$ cat src/rtl/bp_pkg.sv
// Shared definitions for the branch-predictor update stage: kind encoding,
// PC width, the resolved-branch record and the 2-bit counter step.
package bp_pkg;

  localparam int PC_W = 30;

  // Kind value that marks a record as "not a control transfer".
  localparam logic [2:0] KIND_NONE = 3'd0;

  // One resolved-branch record as it travels from S0 into S1.
  typedef struct packed {
    logic            taken_pdc;
    logic [2:0]      kind_pdc;
    logic [PC_W-1:0] npc_pdc;
    logic            taken_ex;
    logic [2:0]      kind_ex;
    logic [PC_W-1:0] npc_ex;
    logic [PC_W-1:0] pc;
  } bp_rec_t;

  // Saturating 2-bit counter step: up on taken, down on not taken.
  function automatic logic [1:0] sat_ctr2_step(input logic [1:0] ctr, input logic taken);
    if (taken) return (ctr == 2'b11) ? 2'b11 : ctr + 2'd1;
    else       return (ctr == 2'b00) ? 2'b00 : ctr - 2'd1;
  endfunction

endpackage

$ cat src/rtl/bp_update_unit_if.sv
// Bundle of the record input, PHT/BTB write ports and statistics outputs.
// slave = the update unit, master = the resolution buffer / RAM side.
interface bp_update_unit_if
  import bp_pkg::*;
#(
  parameter int PHT_IDX = 10,
  parameter int BTB_IDX = 8
);

  logic                    update_en;
  logic                    taken_pdc;
  logic [2:0]              kind_pdc;
  logic [PC_W-1:0]         npc_pdc;
  logic                    taken_ex;
  logic [2:0]              kind_ex;
  logic [PC_W-1:0]         npc_ex;
  logic [PC_W-1:0]         pc_ex;

  logic [PHT_IDX-1:0]      pht_ridx;
  logic [1:0]              pht_rdata;
  logic                    pht_we;
  logic [PHT_IDX-1:0]      pht_widx;
  logic [1:0]              pht_wdata;

  logic                    btb_we;
  logic [BTB_IDX-1:0]      btb_widx;
  logic [PC_W-BTB_IDX-1:0] btb_wtag;
  logic [PC_W-1:0]         btb_wtarget;
  logic [2:0]              btb_wkind;

  logic                    mispredict;
  logic [31:0]             cnt_update;
  logic [31:0]             cnt_mispredict;

  modport slave (
    input  update_en, taken_pdc, kind_pdc, npc_pdc, taken_ex, kind_ex, npc_ex, pc_ex,
    input  pht_rdata,
    output pht_ridx, pht_we, pht_widx, pht_wdata,
    output btb_we, btb_widx, btb_wtag, btb_wtarget, btb_wkind,
    output mispredict, cnt_update, cnt_mispredict
  );

  modport master (
    output update_en, taken_pdc, kind_pdc, npc_pdc, taken_ex, kind_ex, npc_ex, pc_ex,
    output pht_rdata,
    input  pht_ridx, pht_we, pht_widx, pht_wdata,
    input  btb_we, btb_widx, btb_wtag, btb_wtarget, btb_wkind,
    input  mispredict, cnt_update, cnt_mispredict
  );

endinterface

$ cat src/rtl/bp_update_unit_sat_ctr2.sv
// Combinational next-state of a 2-bit saturating PHT counter.
module sat_ctr2
  import bp_pkg::*;
(
  input  logic [1:0] i_ctr,
  input  logic       i_taken,
  output logic [1:0] o_ctr
);

  assign o_ctr = sat_ctr2_step(i_ctr, i_taken);

endmodule

$ cat src/rtl/bp_update_unit.sv
// Predictor update stage: S0 issues the PHT read, S1 classifies the record,
// writes the PHT counter (with write-to-read forwarding) and the BTB entry,
// and keeps saturating update / mispredict statistics.
module bp_update_unit
  import bp_pkg::*;
#(
  parameter int PHT_IDX = 10,
  parameter int BTB_IDX = 8
)(
  input  logic             clk,
  input  logic             rstn,
  bp_update_unit_if.slave  bus
);

  bp_rec_t            w_rec_in;
  bp_rec_t            r_s1_rec;
  logic               r_s1_valid;

  logic               r_fwd_valid;
  logic [PHT_IDX-1:0] r_fwd_idx;
  logic [1:0]         r_fwd_data;

  logic [31:0]        r_cnt_update;
  logic [31:0]        r_cnt_mispredict;

  logic [PHT_IDX-1:0] w_s1_idx;
  logic               w_fwd_hit;
  logic [1:0]         w_ctr;
  logic [1:0]         w_ctr_next;
  logic               w_is_branch;
  logic               w_miss;
  logic               w_pht_we;

  assign w_rec_in = '{
    taken_pdc: bus.taken_pdc, kind_pdc: bus.kind_pdc, npc_pdc: bus.npc_pdc,
    taken_ex:  bus.taken_ex,  kind_ex:  bus.kind_ex,  npc_ex:  bus.npc_ex,
    pc:        bus.pc_ex
  };

  // S0: synchronous PHT read is launched straight from the incoming PC.
  assign bus.pht_ridx = bus.pc_ex[PHT_IDX-1:0];

  // S1 pipeline register; a reset drops whatever record is in flight.
  // NOTE: sequential state uses non-blocking (<=) so every flop samples pre-edge values.
  always_ff @(posedge clk or negedge rstn) begin
    if (!rstn) begin
      r_s1_valid <= 1'b0;
      r_s1_rec   <= '0;
    end else begin
      r_s1_valid <= bus.update_en;
      r_s1_rec   <= w_rec_in;
    end
  end

  // The RAM returns stale data when the previous S1 wrote the index now in S1,
  // so the last written value overrides it.
  assign w_s1_idx  = r_s1_rec.pc[PHT_IDX-1:0];
  assign w_fwd_hit = r_fwd_valid && (r_fwd_idx == w_s1_idx);
  assign w_ctr     = w_fwd_hit ? r_fwd_data : bus.pht_rdata;

  sat_ctr2 u_sat_ctr2 (
    .i_ctr   (w_ctr),
    .i_taken (r_s1_rec.taken_ex),
    .o_ctr   (w_ctr_next)
  );

  assign w_is_branch = (r_s1_rec.kind_ex != KIND_NONE);
  assign w_miss      = (r_s1_rec.taken_pdc != r_s1_rec.taken_ex)
                     | (r_s1_rec.kind_pdc  != r_s1_rec.kind_ex)
                     | (r_s1_rec.taken_ex  && (r_s1_rec.npc_pdc != r_s1_rec.npc_ex));
  assign w_pht_we    = r_s1_valid && w_is_branch;

  assign bus.pht_we      = w_pht_we;
  assign bus.pht_widx    = w_s1_idx;
  assign bus.pht_wdata   = r_s1_valid ? w_ctr_next : 2'b00;

  // BTB is only refreshed by a taken branch whose prediction was wrong.
  assign bus.btb_we      = r_s1_valid && r_s1_rec.taken_ex && w_is_branch && w_miss;
  assign bus.btb_widx    = r_s1_rec.pc[BTB_IDX-1:0];
  assign bus.btb_wtag    = r_s1_rec.pc[PC_W-1:BTB_IDX];
  assign bus.btb_wtarget = r_s1_rec.npc_ex;
  assign bus.btb_wkind   = r_s1_rec.kind_ex;

  assign bus.mispredict  = r_s1_valid && w_miss;

  // Forward register remembers the last PHT write; bubbles leave it untouched.
  always_ff @(posedge clk or negedge rstn) begin
    if (!rstn) begin
      r_fwd_valid <= 1'b0;
      r_fwd_idx   <= '0;
      r_fwd_data  <= 2'b00;
    end else if (w_pht_we) begin
      r_fwd_valid <= 1'b1;
      r_fwd_idx   <= w_s1_idx;
      r_fwd_data  <= w_ctr_next;
    end
  end

  // Statistics counters, each holding once it reaches all-ones.
  always_ff @(posedge clk or negedge rstn) begin
    if (!rstn) begin
      r_cnt_update     <= '0;
      r_cnt_mispredict <= '0;
    end else begin
      if (r_s1_valid && (r_cnt_update != '1))
        r_cnt_update <= r_cnt_update + 32'd1;
      if (r_s1_valid && w_miss && (r_cnt_mispredict != '1))
        r_cnt_mispredict <= r_cnt_mispredict + 32'd1;
    end
  end

  assign bus.cnt_update     = r_cnt_update;
  assign bus.cnt_mispredict = r_cnt_mispredict;

endmodule

$ cat src/flat_wrapper.sv
// flat-port wrapper written by rule: the top's interface ports become plain ports
module bp_update_unit_flat import bp_pkg::*;
#(
  parameter int PHT_IDX = 10,
  parameter int BTB_IDX = 8
)
  (clk, rstn, bus_update_en, bus_taken_pdc, bus_kind_pdc, bus_npc_pdc, bus_taken_ex, bus_kind_ex, bus_npc_ex, bus_pc_ex, bus_pht_rdata, bus_pht_ridx, bus_pht_we, bus_pht_widx, bus_pht_wdata, bus_btb_we, bus_btb_widx, bus_btb_wtag, bus_btb_wtarget, bus_btb_wkind, bus_mispredict, bus_cnt_update, bus_cnt_mispredict);
  bp_update_unit_if #(.PHT_IDX(PHT_IDX), .BTB_IDX(BTB_IDX)) bus_i ();
  input  logic clk;
  input  logic rstn;
  input wire logic [$bits(bus_i.update_en)-1:0] bus_update_en;
  input wire logic [$bits(bus_i.taken_pdc)-1:0] bus_taken_pdc;
  input wire logic [$bits(bus_i.kind_pdc)-1:0] bus_kind_pdc;
  input wire logic [$bits(bus_i.npc_pdc)-1:0] bus_npc_pdc;
  input wire logic [$bits(bus_i.taken_ex)-1:0] bus_taken_ex;
  input wire logic [$bits(bus_i.kind_ex)-1:0] bus_kind_ex;
  input wire logic [$bits(bus_i.npc_ex)-1:0] bus_npc_ex;
  input wire logic [$bits(bus_i.pc_ex)-1:0] bus_pc_ex;
  input wire logic [$bits(bus_i.pht_rdata)-1:0] bus_pht_rdata;
  output wire logic [$bits(bus_i.pht_ridx)-1:0] bus_pht_ridx;
  output wire logic [$bits(bus_i.pht_we)-1:0] bus_pht_we;
  output wire logic [$bits(bus_i.pht_widx)-1:0] bus_pht_widx;
  output wire logic [$bits(bus_i.pht_wdata)-1:0] bus_pht_wdata;
  output wire logic [$bits(bus_i.btb_we)-1:0] bus_btb_we;
  output wire logic [$bits(bus_i.btb_widx)-1:0] bus_btb_widx;
  output wire logic [$bits(bus_i.btb_wtag)-1:0] bus_btb_wtag;
  output wire logic [$bits(bus_i.btb_wtarget)-1:0] bus_btb_wtarget;
  output wire logic [$bits(bus_i.btb_wkind)-1:0] bus_btb_wkind;
  output wire logic [$bits(bus_i.mispredict)-1:0] bus_mispredict;
  output wire logic [$bits(bus_i.cnt_update)-1:0] bus_cnt_update;
  output wire logic [$bits(bus_i.cnt_mispredict)-1:0] bus_cnt_mispredict;
  assign bus_i.update_en = bus_update_en;
  assign bus_i.taken_pdc = bus_taken_pdc;
  assign bus_i.kind_pdc = bus_kind_pdc;
  assign bus_i.npc_pdc = bus_npc_pdc;
  assign bus_i.taken_ex = bus_taken_ex;
  assign bus_i.kind_ex = bus_kind_ex;
  assign bus_i.npc_ex = bus_npc_ex;
  assign bus_i.pc_ex = bus_pc_ex;
  assign bus_i.pht_rdata = bus_pht_rdata;
  assign bus_pht_ridx = bus_i.pht_ridx;
  assign bus_pht_we = bus_i.pht_we;
  assign bus_pht_widx = bus_i.pht_widx;
  assign bus_pht_wdata = bus_i.pht_wdata;
  assign bus_btb_we = bus_i.btb_we;
  assign bus_btb_widx = bus_i.btb_widx;
  assign bus_btb_wtag = bus_i.btb_wtag;
  assign bus_btb_wtarget = bus_i.btb_wtarget;
  assign bus_btb_wkind = bus_i.btb_wkind;
  assign bus_mispredict = bus_i.mispredict;
  assign bus_cnt_update = bus_i.cnt_update;
  assign bus_cnt_mispredict = bus_i.cnt_mispredict;
  bp_update_unit #(.PHT_IDX(PHT_IDX), .BTB_IDX(BTB_IDX)) u_core (.clk(clk), .rstn(rstn), .bus(bus_i));
endmodule
$ cat config.mk
export PLATFORM = sky130hd
export DESIGN_NAME = bp_update_unit_flat
export DESIGN_NICKNAME = d
export VERILOG_FILES = /design/src/rtl/bp_pkg.sv /design/src/rtl/bp_update_unit_if.sv /design/src/rtl/bp_update_unit_sat_ctr2.sv /design/src/rtl/bp_update_unit.sv /design/src/flat_wrapper.sv
export SDC_FILE = /design/constraint.sdc
export NUM_CORES = 1
export LEC_CHECK = 0
export ABC_AREA = 0
export CORE_UTILIZATION = 45
export DETAILED_ROUTE_END_ITERATION = 10
export PLACE_DENSITY = 0.84
export RECOVER_POWER = 50
export SYNTH_ARGS = -nofsm -noshare
export SYNTH_HDL_FRONTEND = slang
export SYNTH_SLANG_ARGS = --single-unit
$ cat constraint.sdc
create_clock -name clk -period 3.3 [get_ports clk]
set_clock_uncertainty 0.1 [all_clocks]
set_input_delay 0.825 -clock clk [delete_from_list [all_inputs] [get_ports clk]]
set_output_delay 0.825 -clock clk [all_outputs]
set_load 0.05 [all_outputs]
==> qor.csv <==
stage,metric,value,unit
clock_tree,clock_latency,0.42,ns
worst_setup_path,critPathKind,register to output pin,
flow_run,maxCapViolations,1,
routing,drt_iter0_drc,194,
logic_synthesis,ys_top_cells_by_count,"dfrtp_1, buf_4, xnor2_1",
clock_tree,htreeDepth,4,
cells_and_area,seq_area,4400,um2
clock_tree,cts.sinks,176,
cells_and_area,num-fill-cells,1148,
grt,grtUsageTotal,21.0,%
grt,gr-usage-met2,36.2,%
power_and_ir_drop,switching_share,31.7,%
logic_synthesis,yosysUniqueCellTypes,42,
sta,worst_pin_slew,1.61,ns
floorplan,chipWidth,129,um
worst_setup_path,crit-reg2reg-launch,u_core.bus.btb_wtarget[20],
clock_tree,cts_root_buf,clkbuf_16,
logic_synthesis,synthArstFlopShare,100,%
logic_synthesis,netlist_instances,586,
sta,drv_slew,68,
sta,hold_viol_final,0,
power_and_ir_drop,power.leakage,4.28,nW
power_and_ir_drop,power,5.65,mW
sta,whs,0.376,ns
logic_synthesis,yosysTopAreaCell,dfrtp_1,
logic_synthesis,synth_area,7230,um2
grt,grt_use_met1,23.4,%
cells_and_area,layout-drive-gt1-share,10.8,%
grt,grt_antenna_before_repair,8,
worst_setup_path,worstSetupEndpointType,output pin,
routing,vias_per_cell,4.81,
logic_synthesis,synth_nets,691,
min_path,hp-start,u_core.r_fwd_valid,
grt,grtUsageMet3,7.86,%
clock_tree,cts_tree,done,
floorplan,dieHeight,129,um
placed_design,io_buffers,254,
logic_synthesis,yosysSeqAreaShare,61.0,%
routing,drc,0,
floorplan,initial_utilization,46.8,%
routing,wl,16300,um
floorplan,core-area,15400,um2
worst_setup_path,cp.arrival,2.30,ns
placed_design,dpl.hpwl,12300,um
routing,routed-via-count,4858,
worst_setup_path,path_max_fanout,2,
logic_synthesis,synth_top_area_share,61.0,%
worst_setup_path,rr_worst_depth,10,
power_and_ir_drop,power_per_cell_area,559,nW/um2
clock_tree,cts_buffers,17,
logic_synthesis,dominantRegCellSynth,dfrtp_1,
sta,setup_tns,0,ns
logic_synthesis,ys_warn_count,0,
clock_tree,clkTransAtPathRegs,0.07,ns
clock_tree,clockBufferDepth,2,
worst_setup_path,worst_setup_path_start_kind,register,
grt,grt-busiest-layer,met2,
routing,drt_first_pass_iters,4,
power_and_ir_drop,p_seq_share,43.9,%
routing,wl_per_cell,16.1,um
floorplan,die_area,16600,um2
floorplan,io_pins,255,
grt,grt_pass1_wl,26100,um
min_path,min_path_cells,1,
cells_and_area,postLayoutCellArea,10100,um2
worst_setup_path,required,2.37,ns
sta,period_needed,3.23,ns
grt,grt_start_max_net_pins,68,
logic_synthesis,synthMostInstantiatedCell,dfrtp_1,
floorplan,num_rows,45,
clock_tree,postCtsHoldBufs,0,
logic_synthesis,synth.area.top_cells,"dfrtp_1, xnor2_1, buf_4",
sta,fmaxAchievable,310,MHz
sta,setup_viol,0,
cells_and_area,syn2layout_area_growth,39.8,%
power_and_ir_drop,vdd_drop_max,0.567,mV
logic_synthesis,synth-edff-count,0,
cells_and_area,multi_input_comb_area,2150,um2
placed_design,place_area,9440,um2
routing,ant_nets,0,
grt,grt_overflow,0,
sta,worst_slew_margin_rel,-7.45,%
cells_and_area,final_cells,1010,
logic_synthesis,postSynthAreaPerCell,12.3,um2
placed_design,gp_congestion,0.799,
placed_design,dp_cells,965,
logic_synthesis,synth_seq_cells,176,
sta,fin_crit_sh,97.8,%
worst_setup_path,cp-startpoint,u_core.bus.btb_wtarget[26],
sta,rsz0062_at_grt,yes,
power_and_ir_drop,p_clk_share,34.5,%
grt,grt_pass1_vias,5072,
power_and_ir_drop,combPwrFrac,21.5,%
outcome,failed_checks,"capacitance limit, slew limit",
min_path,worstHoldPathType,register to register,
outcome,status,"complete, but fails checks",
power_and_ir_drop,p_int,3.86,mW
power_and_ir_drop,switchingPower,1.79,mW
cells_and_area,fin_nets,882,
cell usage in the layout (no fill, tap or decap), types with 3 or more instances in the layout:
cell type and count:
inv_6 3, nor3_1 6, and4_1 4, nand4_1 30, clkinv_4 3, nand3_2 7, xor2_1 27, clkdlybuf4s50_1 139
dlygate4sd3_1 99, a21oi_1 5, and3_1 14, nor4_4 3, nand2_1 50, clkbuf_16 18, xnor2_1 75, buf_4 19
inv_8 3, nand3_1 27, dfrtp_1 176, buf_12 3, inv_1 8, clkinvlp_4 4, diode_2 9, nor2_1 21
and2_1 4
what timing repair did:
action | CTS | global route
resized for setup | 10 | 4
endpoints found under the hold margin | 0 | 0
buffers inserted | 4 | 0
setup endpoints to repair | 1 | 3
pin swaps | 6 | 8
critical path: stages (launching register included):
cell	delay [ns]
dfrtp_1	0.40
xnor2_1	0.17
nand4_1	0.12
a2111o_1	0.45
nor4_4	0.29
o21ai_2	0.11
and2_4	0.20
buf_6	0.14
cell type report:
cell class	count	area share, %
Sequential cell	176	43.6
Clock buffer	18	4.35
Multi-Input combinational cell	308	21.3
Antenna cell	9	0.223
Tap cell	211	2.61
Timing Repair Buffer	266	26.2
Inverter	8	0.297
Clock inverter	14	1.45
final timing paths:
check / end / slack, ns
min in group asynchronous: u_core.bus.btb_wtag[11] / 0.72
min: u_core.r_fwd_valid / 0.38
max: bus_mispredict / 0.07
max in group asynchronous: u_core.bus.cnt_update[2] / 0.72
max reg2reg: u_core.bus.cnt_mispredict[16] / 0.56
min reg2reg: u_core.r_fwd_valid / 0.38
stage by stage:
stage                     utilization (%)  setup slack (ns)
after floorplan                         -             0.513
after global placement               61.2             0.259
after detailed placement             61.2             0.224
after CTS                            65.5           0.00898
after global routing                 65.5           -0.0350
final                                65.5            0.0725
state kept, by name, indices dropped and copies added (netlist names):
| register | cells |
|---|---|
| u_core.r_fwd_valid | 1 |
| u_core.bus.btb_wkind | 3 |
| u_core.r_fwd_data | 2 |
| u_core.bus.btb_wtarget | 30 |
| u_core.bus.cnt_mispredict | 32 |
| u_core.bus.btb_wtag | 22 |
| u_core.r_s1_valid | 1 |
| u_core.r_fwd_idx | 10 |
| u_core.bus.btb_widx | 8 |
| u_core.r_s1_rec | 35 |
| u_core.bus.cnt_update | 32 |
cell families after synthesis:
kind of cell               Yosys count  synth area share (%)
muxes                                3                 0.467
buffers and inverters              102                  9.97
xor gates and xnor gates           103                  12.5
and+or+nand+nor                    184                  14.2
DFF                                176                  61.0
adders and majority gates            2                 0.346
AOI/OAI and AO/OA                   16                  1.59
power by group through the flow:
| stage | clock (mW) | combinational (mW) | sequential (mW) |
|---|---|---|---|
| floorplan | 0 | 0.527 | 2.76 |
| global placement | 0 | 1.22 | 2.50 |
| detailed placement | 0 | 1.24 | 2.52 |
| CTS | 2.00 | 1.25 | 2.48 |
| global route | 2.09 | 1.29 | 2.51 |
| finish | 1.95 | 1.22 | 2.48 |
per-layer routing:
layer,vias up,wire (um)
li1,2268,-
met1,2367,6120
met2,196,8470
met3,27,1350
met4,0,328
met5,-,0
No activity file was read; power rests on OpenSTA's default activity.
==> patch 1: new RTL, config.mk and constraints unchanged <==
Register the output `bus.mispredict`, without a reset; this adds one clock of latency there.
--- a/src/rtl/bp_update_unit.sv
+++ b/src/rtl/bp_update_unit.sv
@@ -83,3 +83,5 @@
 
-  assign bus.mispredict  = r_s1_valid && w_miss;
+  always_ff @(posedge clk) begin
+    bus.mispredict <= r_s1_valid && w_miss;
+  end
 
Check against the original RTL: not equivalent (a bounded check fails within 4 cycles, from zero or initial values and one cycle with rstn low).
==> patch 1 against the unedited design <==
- the flow still finishes with violations (capacitance limit, slew limit)
- sequential cell count increased by 1
- setup slack better by 0.10 ns
- synthesized area up 0.28%
- routed wire length decreased by 4.0%
- power grew 0.61%
- final cell count is essentially flat
- cell area decreased by 0.41%
- critical endpoint is now bus_pht_wdata[0]
- largest cell class unchanged
- largest power group unchanged
- highest routed layer is now met5
==> patch 1: results (changes against the unedited design) <==
Top cells by area, synth: sky130_fd_sc_hd__dfrtp_1 (61%), sky130_fd_sc_hd__xnor2_1 (9.1%), sky130_fd_sc_hd__buf_4 (8.6%), sky130_fd_sc_hd__xor2_1 (3.4%), sky130_fd_sc_hd__nand2_1 (2.6%) (unchanged). The initial DRC count came out at 219 (was 194). The pre-CTS setup slack is 0.296 ns (was 0.224 ns). Transition time at the pin with the least slew margin: 1.85 ns (was 1.61 ns). The run gives 0.000473 V (was 0.000567 V) as the maximum ir drop on the vdd rail.

Number of pins exceeding their max-slew limit in the final report: 78 (was 68). The cell with the largest stage delay on the worst path is sky130_fd_sc_hd__dfrtp_1 (was sky130_fd_sc_hd__a2111o_1). The first-pass GRT wire length was 24700 um (was 26100 um).

The number of resized instances in the post-cts repair step is 0 (was 10), and the arrival time of data at the critical path endpoint is 2.20 ns (was 2.30 ns). The setup fix buffers added after clock tree synthesis was 0 (was 4). The proportion of total power due to net switching is 30.6% (was 31.7%), and the count of mapped cells out of synthesis is 587 (was 586). The via total after detailed routing was 4798 (was 4858); the cell count after placement was 973 (was 965). Failing checks: capacitance limit, slew limit (unchanged). The run gives 43 (was 42) as the number of distinct library cells after synthesis.

The run finished, with violations left. The count of buffers inserted at the top-level ports was 254 (unchanged). Maximum number of buffers from clock root to sink: 2 (unchanged).

Clock latency at the later pin of the worst-skew pair: 0.42 ns (about the same). The mean routed wirelength per cell is 15.5 um (was 16.1 um), and the initial antenna violation count is 4 (was 8). The delay of the slowest cell on the worst path was 0.42 ns (was 0.45 ns); the standby leakage power was 4.29 nW (was 4.28 nW). The last weighted congestion value of the routability-driven placer was 0.787 (was 0.799).

The total power draw is 5.69 mW (was 5.65 mW), and the overall fraction of global-route tracks in use is 19.7% (was 21.0%). Worst-path maximum fanout: 4 (was 2). The number of maximum-capacitance constraint violations is 1 (unchanged), and the clock network power consumption is 1.99 mW (was 1.95 mW). The final instance count without filler cells is 1009 (was 1010). First-pass iteration count of the detailed router: 6 (was 4). The run gives 4866 (was 5072) as the via count of the first global-routing pass.

The proportion of register bits with asynchronous set or reset after synthesis came out at 99.4% (was 100%). For the HPWL after detailed placement, the log shows 11500 um (was 12300 um).
==> patch 1: cell count changes after synthesis <==
cell / unedited run / this run
sky130_fd_sc_hd__dfxtp_1: 0 / 1
==> patch 1: per-layer routing <==
layer  vias up  part of all wire (%)  global-route usage, %
met5         -                 0.083                      0
met4         2                   1.6                   8.24
met2       182                    51                   33.7
met3        22                   8.4                   7.28
li1       2259                     -                      -
met1      2333                    39                   22.0
==> patch 1: layout make-up <==
| class | instances | area [um2] | area share [%] |
|---|---|---|---|
| Multi-Input combinational cell | 308 | 2110 | 20.9 |
| Tap cell | 216 | 270 | 2.69 |
| Clock buffer | 21 | 460 | 4.58 |
| Antenna cell | 3 | 7.51 | 0.0746 |
| Sequential cell | 177 | 4420 | 44.0 |
| Clock inverter | 11 | 128 | 1.27 |
| Inverter | 8 | 30.0 | 0.298 |
| Timing Repair Buffer | 265 | 2640 | 26.2 |
==> patch 1: final timing paths <==
| check | endpoint | depth (start not counted) | from | slack, ns |
|---|---|---|---|---|
| max | bus_pht_wdata[0] | 6 | u_core.bus.btb_widx[3] | 0.18 |
| min | u_core.r_fwd_valid | 1 | u_core.r_fwd_valid | 0.37 |
| max reg2reg | u_core.bus.cnt_mispredict[1] | 8 | u_core.bus.btb_wtarget[11] | 0.83 |
| min reg2reg | u_core.r_fwd_valid | 1 | u_core.r_fwd_valid | 0.37 |
| max in group asynchronous | u_core.r_s1_rec[97] | 2 | rstn | 0.58 |
| min in group asynchronous | u_core.bus.btb_wtag[18] | 1 | rstn | 0.80 |
==> patch 1: cells by family after synthesis <==
family / after synthesis / synth area share (%)
flops: 177 / 61.1
compound gates: 16 / 1.59
buf+inv: 102 / 9.95
simple gates: 184 / 14.1
xor+xnor: 103 / 12.5
mux: 3 / 0.466
fa+ha+maj: 2 / 0.345
==> patch 2: new RTL, config.mk and constraints unchanged <==
Without the edit above. `PHT_IDX` is set to 10 in 3 places; all go to 20.
--- a/src/rtl/bp_update_unit_if.sv
+++ b/src/rtl/bp_update_unit_if.sv
@@ -5,3 +5,3 @@
 #(
-  parameter int PHT_IDX = 10,
+  parameter int PHT_IDX = 20,
   parameter int BTB_IDX = 8
--- a/src/rtl/bp_update_unit.sv
+++ b/src/rtl/bp_update_unit.sv
@@ -6,3 +6,3 @@
 #(
-  parameter int PHT_IDX = 10,
+  parameter int PHT_IDX = 20,
   parameter int BTB_IDX = 8
--- a/src/flat_wrapper.sv
+++ b/src/flat_wrapper.sv
@@ -3,3 +3,3 @@
 #(
-  parameter int PHT_IDX = 10,
+  parameter int PHT_IDX = 20,
   parameter int BTB_IDX = 8
Interface: changed (resized bus_pht_ridx and bus_pht_widx); port bits go from 255 to 275. The function was not compared with the original's and may differ.
==> patch 2 against the unedited design <==
- the flow still finishes with violations (capacitance limit, slew limit)
- synthesized cell count increased by 10%
- count of clock-buffer cells in the layout decreased by 1
- cell area increased by 8.4%
- setup slack improved by 0.0086 ns
- die area increased by 10%
- via count increased by 11%
- synthesized area increased by 11%
- power increased by 7.0%
- sequential cell count increased by 10
- first-iteration DRC count increased by 38%
- routed wire length increased by 9.4%
==> patch 2: results (changes against the unedited design) <==
The worst-path maximum fanout was 4 (was 2). The tools report the standby leakage power as 4.78 nW (was 4.28 nW). The tools report the terminus of the critical flop-to-flop path as u_core.bus.cnt_mispredict[1] (was u_core.bus.cnt_mispredict[16]). The launching instance or port of the critical path is u_core.bus.btb_widx[0] (was u_core.bus.btb_wtarget[26]). The run finished, with violations left.

The last weighted congestion value of the routability-driven placer is 0.804 (was 0.799). Endpoint of the most critical setup path: bus_pht_wdata[0] (was bus_mispredict). The run gives 647 (was 586) as the count of mapped cells out of synthesis. The overall fraction of global-route tracks in use was 20.2% (was 21.0%); the routed wire length was 17800 um (was 16300 um).

Top cells by area, synth: sky130_fd_sc_hd__dfrtp_1 (58%), sky130_fd_sc_hd__buf_4 (9.9%), sky130_fd_sc_hd__xor2_1 (6.9%), sky130_fd_sc_hd__xnor2_1 (5.5%), sky130_fd_sc_hd__mux2_2 (3.0%) (was sky130_fd_sc_hd__dfrtp_1 (61%), sky130_fd_sc_hd__xnor2_1 (9.1%), sky130_fd_sc_hd__buf_4 (8.6%), sky130_fd_sc_hd__xor2_1 (3.4%), sky130_fd_sc_hd__nand2_1 (2.6%)). The average vias per placed instance was 4.98 (was 4.81); the synthesized net count was 752 (was 691). The logs give 4 (was 8) for the initial antenna violation count and 1 (unchanged) for the number of maximum-capacitance constraint violations. The depth of the worst register-to-register path came out at 7 (was 10). The transition time at the pin with the least slew margin was 1.67 ns (was 1.61 ns); the share of final-layout standard cells stronger than drive strength 1 was 12.7% (was 10.8%). The count of buffers inserted at the top-level ports was 274 (was 254). The tools report the pre-CTS setup slack as 0.310 ns (was 0.224 ns). Post-synth top cells: sky130_fd_sc_hd__dfrtp_1 (186), sky130_fd_sc_hd__buf_4 (105), sky130_fd_sc_hd__xor2_1 (63) (was sky130_fd_sc_hd__dfrtp_1 (176), sky130_fd_sc_hd__buf_4 (83), sky130_fd_sc_hd__xnor2_1 (75)). The HPWL after detailed placement was 13500 um (was 12300 um); the pin count of the biggest net entering global routing was 66 (was 68). The cell count after placement was 1042 (was 965).

Failing checks: capacitance limit, slew limit (unchanged). The run gives 58.2% (was 61.0%) as the fraction of the yosys area taken by sequential cells. Final instance count without filler cells: 1082 (was 1010). The tools report the number of pins exceeding their max-slew limit in the final report as 65 (was 68).
==> patch 2: critical path: stages, from the launching register on <==
cell                      delay (ns)
sky130_fd_sc_hd__dfrtp_1        0.41
sky130_fd_sc_hd__xnor2_1        0.18
sky130_fd_sc_hd__nand4_1        0.19
sky130_fd_sc_hd__nor4_4         0.34
sky130_fd_sc_hd__nand4_1        0.21
sky130_fd_sc_hd__mux2i_1        0.17
sky130_fd_sc_hd__nor2b_1        0.21
sky130_fd_sc_hd__buf_12         0.17
==> patch 2: power by group through the flow <==
stage	combinational [mW]	clock (mW)	sequential [mW]
6_report	1.31	2.09	2.64
5_1_grt	1.39	2.24	2.67
4_1_cts	1.34	2.14	2.64
3_5_place_dp	1.34	0	2.68
3_3_place_gp	1.33	0	2.67
2_1_floorplan	0.617	0	2.91
==> patch 2: cell families after synthesis <==
logic type,count (synthesis),synth area share (%)
xor+xnor,113,12.4
mux,23,3.21
simple gates,188,13.8
fa+ha+maj,2,0.313
compound gates,15,1.33
flops,186,58.2
buf+inv,120,10.7
==> patch 2: cell type report <==
type	instances	area, um2
Antenna cell	4	10.0
Clock buffer	17	425
Clock inverter	15	204
Fill cell	1335	6350
Inverter	6	22.5
Multi-Input combinational cell	341	2530
Sequential cell	186	4660
Tap cell	225	282
Timing Repair Buffer	288	2820
==> patch 2: per-layer routing <==
layer	routed length, um	global-route usage, %
met5	12	0
met4	406	7.80
met2	9090	33.6
met1	7040	24.4
met3	1260	6.51
==> patch 2: timing repair <==
item	in CTS	in global routing
pin swaps	0	6
gates resized for setup	1	7
setup endpoints to repair	2	4
setup buffers	0	4
